`src/rtl/enc_dec_pipe.sv`:
```
// enc_dec_pipe: two-stage priority encoder / one-hot decoder with a
// valid/ready handshake on both sides.
//   S1 registers Index/Zero/Multi of the incoming vector.
//   S2 registers the one-hot decode of S1 plus copies of its flags.
// Optional feature macro: ENC_DEC_ERRCNT_EN adds a 16-bit saturating
// Err_cnt output counting results delivered with Multi=1.
module enc_dec_pipe #(
    parameter int WIDTH = 8,
    parameter int IDX_W = 3
) (
    input  logic             Clk,
    input  logic             Rst_n,
    input  logic [WIDTH-1:0] In,
    input  logic             In_valid,
    output logic             In_ready,
    output logic [WIDTH-1:0] Out,
    output logic [IDX_W-1:0] Index,
    output logic             Zero,
    output logic             Multi,
    output logic             Out_valid,
    input  logic             Out_ready
`ifdef ENC_DEC_ERRCNT_EN
    ,
    output logic [15:0]      Err_cnt
`endif
);

    localparam logic [WIDTH-1:0] ONE = WIDTH'(1);

    logic             s1_vld_q, s1_vld_d;
    logic [IDX_W-1:0] s1_idx_q, s1_idx_d;
    logic             s1_zero_q, s1_zero_d;
    logic             s1_multi_q, s1_multi_d;

    logic             s2_vld_q, s2_vld_d;
    logic [WIDTH-1:0] s2_out_q, s2_out_d;
    logic [IDX_W-1:0] s2_idx_q, s2_idx_d;
    logic             s2_zero_q, s2_zero_d;
    logic             s2_multi_q, s2_multi_d;

    logic             xfer_out;
    logic             s2_load;
    logic             s1_load;

    logic [IDX_W-1:0] enc_idx;
    logic             enc_zero;
    logic             enc_multi;

    // Priority encode: the highest set bit wins; Multi when two or more bits are set.
    always_comb begin
        enc_idx = '0;
        for (int i = 0; i < WIDTH; i++) begin
            if (In[i]) enc_idx = IDX_W'(i);
        end
        enc_zero  = (In == '0);
        enc_multi = ((In & (In - ONE)) != '0);
    end

    // Handshake: a stage loads when it is empty or its content moves on this cycle.
    always_comb begin
        xfer_out = s2_vld_q & Out_ready;
        s2_load  = ~s2_vld_q | xfer_out;
        s1_load  = ~s1_vld_q | s2_load;
        // Gated by Rst_n so the block never advertises space while held in reset.
        In_ready = Rst_n & s1_load;
    end

    // Next-state for both stages; the decode is done from S1's registered index.
    always_comb begin
        s1_vld_d   = s1_vld_q;
        s1_idx_d   = s1_idx_q;
        s1_zero_d  = s1_zero_q;
        s1_multi_d = s1_multi_q;
        s2_vld_d   = s2_vld_q;
        s2_out_d   = s2_out_q;
        s2_idx_d   = s2_idx_q;
        s2_zero_d  = s2_zero_q;
        s2_multi_d = s2_multi_q;
        if (s2_load) begin
            s2_vld_d   = s1_vld_q;
            s2_out_d   = s1_zero_q ? '0 : (ONE << s1_idx_q);
            s2_idx_d   = s1_idx_q;
            s2_zero_d  = s1_zero_q;
            s2_multi_d = s1_multi_q;
        end
        if (s1_load) begin
            s1_vld_d   = In_valid;
            s1_idx_d   = enc_idx;
            s1_zero_d  = enc_zero;
            s1_multi_d = enc_multi;
        end
    end

    // Pipeline registers with synchronous active-low reset that drops in-flight data.
    always_ff @(posedge Clk) begin
        if (!Rst_n) begin
            s1_vld_q   <= 1'b0;
            s1_idx_q   <= '0;
            s1_zero_q  <= 1'b0;
            s1_multi_q <= 1'b0;
            s2_vld_q   <= 1'b0;
            s2_out_q   <= '0;
            s2_idx_q   <= '0;
            s2_zero_q  <= 1'b0;
            s2_multi_q <= 1'b0;
        end else begin
            s1_vld_q   <= s1_vld_d;
            s1_idx_q   <= s1_idx_d;
            s1_zero_q  <= s1_zero_d;
            s1_multi_q <= s1_multi_d;
            s2_vld_q   <= s2_vld_d;
            s2_out_q   <= s2_out_d;
            s2_idx_q   <= s2_idx_d;
            s2_zero_q  <= s2_zero_d;
            s2_multi_q <= s2_multi_d;
        end
    end

    assign Out       = s2_out_q;
    assign Index     = s2_idx_q;
    assign Zero      = s2_zero_q;
    assign Multi     = s2_multi_q;
    assign Out_valid = s2_vld_q;

`ifdef ENC_DEC_ERRCNT_EN
    logic [15:0] err_cnt_q;

    // Count delivered multi-bit results, holding at all-ones.
    always_ff @(posedge Clk) begin
        if (!Rst_n) begin
            err_cnt_q <= 16'd0;
        end else if (xfer_out && s2_multi_q && (err_cnt_q != 16'hFFFF)) begin
            err_cnt_q <= err_cnt_q + 16'd1;
        end
    end

    assign Err_cnt = err_cnt_q;
`endif

endmodule

```
`config.mk`:
```
export PLATFORM = sky130hd
export DESIGN_NAME = enc_dec_pipe
export DESIGN_NICKNAME = d
export VERILOG_FILES = /design/src/rtl/enc_dec_pipe.sv
export SDC_FILE = /design/constraint.sdc
export NUM_CORES = 1
export LEC_CHECK = 0
export BUFFER_PORTS_ARGS = -buffer_cell sky130_fd_sc_hd__buf_2
export CAP_MARGIN = 20
export CORE_UTILIZATION = 44
export DETAILED_ROUTE_END_ITERATION = 10
export PLACE_DENSITY = 0.74
export SETUP_SLACK_MARGIN = 0.2
export SYNTH_ARGS = -nofsm -noshare
export SYNTH_HDL_FRONTEND = slang
export SYNTH_SLANG_ARGS = --single-unit
```
`constraint.sdc`:
```
create_clock -name Clk -period 1 [get_ports Clk]
set_input_delay 0.1 -clock Clk [delete_from_list [all_inputs] [get_ports Clk]]
set_output_delay 0.1 -clock Clk [all_outputs]
set_load 0.01 [all_outputs]
```
==> run_results.csv <==
group,metric,value,unit
sta,worst_pin_slew,0.291,ns
floorplan,placeableCoreArea,1960,µm²
outcome,violations,"negative setup slack",
sta,hold_viol,0,
finish,fin_area,1490,µm²
place,placed_cell_area,1190,µm²
detailed_routing,vias,914,
clock_tree,clock-sinks,20,
clock_tree,cts_tree,"yes",
sta,slew_headroom,0.804,
finish,final_cells,174,
global_routing,grt-ovfl-total,0,
pwr,p_switching,0.442,mW
finish,nets,160,
sta,max_freq,887,MHz
logic_synthesis,syn_inst,96,
sta,min_period,1.13,ns
detailed_routing,first_iter_violations,14,
logic_synthesis,synth_area,926,µm²
finish,drive_above_1_share,0.639,
floorplan,start_util,0.472,
pwr,ir_worst_vdd,0.658,mV
sta,timing.hold.ws,0.0132,ns
outcome,status,"complete, but fails checks",
critical_path,crit_required,0.90,ns
critical_path,worstPathCellList,"nand3b_1 -> nand2_2 -> inv_2 -> buf_6",
place,placed_cells,159,
clock_tree,h-tree-depth,1,
global_routing,grt_usage,0.221,
global_routing,grt_pass1_wl,3480,µm
place,gp_congestion,0.800,
logic_synthesis,synth.avg_cell_area,9.64,µm²
critical_path,end_kind,"output pin",
pwr,pwr_density_cell,1150,nW/µm²
hold_path,hp-class,"in2reg",
detailed_routing,drt_first_pass_iters,4,
floorplan,fp-row-count,16,
flow_run,cap_violations,0,
critical_path,crit_path_max_incr_delay,0.36,ns
sta,period_share,1.13,
critical_path,worst-endpoint-arrival,1.03,ns
detailed_routing,wl_per_cell,14.0,µm
critical_path,timing.critical_path.buf_inv,2,
clock_tree,ctsRootBufferMaster,"clkbuf_4",
pwr,switching_share,0.258,
sta,setup_viol,19,
floorplan,die_area,2290,µm²
global_routing,antenna_found_initial,0,
place,dp_worst_setup_slack,-0.0701,ns
global_routing,grt_max_degree,12,
finish,fin_util,0.760,
clock_tree,path_clk_slew,0.10,ns
logic_synthesis,synth.distinct_cells,32,
finish,fill_cells,148,
finish,n_antenna_cell,0,
detailed_routing,route.detailed.drc,0,
critical_path,path_delay_family,"flip-flops",
critical_path,critPathSlowestCell,"dfxtp_2",
pwr,p_leak,0.646,nW
finish,syn_to_final_growth,60.9,%
floorplan,ioPinCount,27,
critical_path,startpoint_type,"flop",
sta,final_max_slew_viol_count,0,
critical_path,path_class,"reg2out",
global_routing,grt_pass1_vias,857,
logic_synthesis,syn-num-nets,108,
clock_tree,cts_made_buffers,3,
logic_synthesis,ys_ff_latch,20,
clock_tree,worstSkewPairLatency,0.30,ns
floorplan,dieWidth,47.9,µm
pwr,clkPwrFrac,0.272,
pwr,power.internal,1.27,mW
clock_tree,clk_path_buf_depth,2,
sta,layout_setup_ws,-0.127,ns
floorplan,die_y,47.9,µm
logic_synthesis,yosysWarnings,0,
place,dp_hpwl,1520,µm
logic_synthesis,ys_seq_area_frac,0.432,
detailed_routing,vias_per_cell,5.25,
detailed_routing,routed_wl,2430,µm
detailed_routing,ant_nets,0,
place,portBuffers,26,
sta,fin_skew,0.00827,ns
pwr,p_comb_frac,0.214,
pwr,seqPwrFrac,0.514,
critical_path,cp_max_fo,3,
sta,rsz0062_at_grt,"true",
[worst register-to-register path, stage by stage (launching register included)]
cell      delay [ns]
dfxtp_2         0.36
nand3b_1        0.12
buf_4           0.18
and3_1          0.16
a22oi_1         0.15
nor2b_1         0.06
[final timing paths]
kind	from	to	slack [ns]	depth (start not counted)
worst min register to register	s1_multi_q	Multi	0.47	2
worst max-delay path	Out_valid	In_ready	-0.13	4
worst max register to register	Out_valid	s1_zero_q	-0.13	5
worst min-delay path	In_valid	s1_vld_q	0.01	2
[metrics by stage]
step | setup TNS (ns) | total power [mW]
after floorplan | -0.190 | 1.03
after global placement | -0.118 | 1.15
after detailed placement | -0.437 | 1.16
after CTS | -1.09 | 1.70
after global routing | -2.04 | 1.79
final | -1.17 | 1.71
[cells in the final DEF (no fill, tap or decap), types with 2 or more instances in the layout]
master,netlist,final
a32oi_1,2,2
nand3b_1,2,2
a21boi_2,0,2
buf_4,1,21
buf_2,0,11
a21oi_1,3,2
a21oi_2,1,2
o21ai_0,4,4
a22oi_2,0,6
nand2_1,12,9
clkbuf_4,0,3
nor2b_1,11,11
nor2_1,6,5
nand2_4,0,2
a21boi_1,2,3
dfxtp_1,20,6
o21a_1,2,2
buf_6,1,18
dfxtp_2,0,14
[power by group through the flow]
stage | registers [mW] | logic [mW] | clock network [mW]
final | 0.879 | 0.366 | 0.466
after global routing | 0.886 | 0.394 | 0.509
after CTS | 0.876 | 0.349 | 0.471
after detailed placement | 0.885 | 0.276 | 0
after global placement | 0.883 | 0.268 | 0
after floorplan | 0.893 | 0.138 | 0
[cells by family after synthesis]
| family | Yosys count | synth area share |
|---|---|---|
| AND/OR/NAND/NOR | 39 | 0.268 |
| AO/OA/AOI/OAI | 30 | 0.251 |
| flip-flops | 20 | 0.432 |
| buffers and inverters | 6 | 0.0365 |
| adder cells (fa/ha/maj) | 1 | 0.0122 |
[metal layers]
layer	track usage	up-vias	wire length, µm	part of all wire
met3	0.0226	3	64	0.026
met2	0.457	21	1420	0.58
met5	0	-	0	0
met4	0.0667	0	23	0.0095
met1	0.225	444	927	0.38
li1	-	446	-	-
[flip-flops by register name, indices dropped and copies added, names as in the netlist]
signal / cells
Index: 3
s1_idx_q: 3
Out_valid: 1
Multi: 1
Zero: 1
s1_vld_q: 1
s1_multi_q: 1
s1_zero_q: 1
Out: 8
[synth_stat cells, drive strengths merged]
cell type | instances | area share
maj3 | 1 | 0.012
nor2b | 12 | 0.089
clkbuf | 2 | 0.0081
or2b | 1 | 0.0081
o32ai | 1 | 0.018
o21ai | 4 | 0.022
a32oi | 2 | 0.019
nand3b | 2 | 0.016
nand2 | 12 | 0.049
nor3 | 1 | 0.018
inv | 2 | 0.0081
o221ai | 1 | 0.016
dfxtp | 20 | 0.43
a21oi | 4 | 0.026
a31oi | 1 | 0.0068
o211ai | 1 | 0.014
and2 | 1 | 0.0068
a21boi | 5 | 0.041
nand2b | 1 | 0.0068
nor2 | 6 | 0.024
nor3b | 1 | 0.020
and3 | 1 | 0.0068
nor4 | 1 | 0.023
a211o | 1 | 0.0095
a22oi | 7 | 0.057
buf | 2 | 0.020
o21bai | 1 | 0.0081
o21a | 2 | 0.016
[area by class of cell]
class / instances / area (µm²) / share of cell area
clock buffers: 4 / 36.3 / 0.0243
flip-flops and latches: 20 / 418 / 0.280
inverters: 2 / 7.51 / 0.00504
repair buffers: 51 / 435 / 0.292
well taps: 27 / 33.8 / 0.0227
multi-input cells: 70 / 559 / 0.375
[repair_timing]
item / in CTS / in global routing
gates resized for setup: 36 / 10
setup endpoints to repair: 35 / 35
hold buffers: 0 / 0
buffers inserted: 10 / 1
pin swaps: 12 / 5
(Power assumes the default switching activity.)
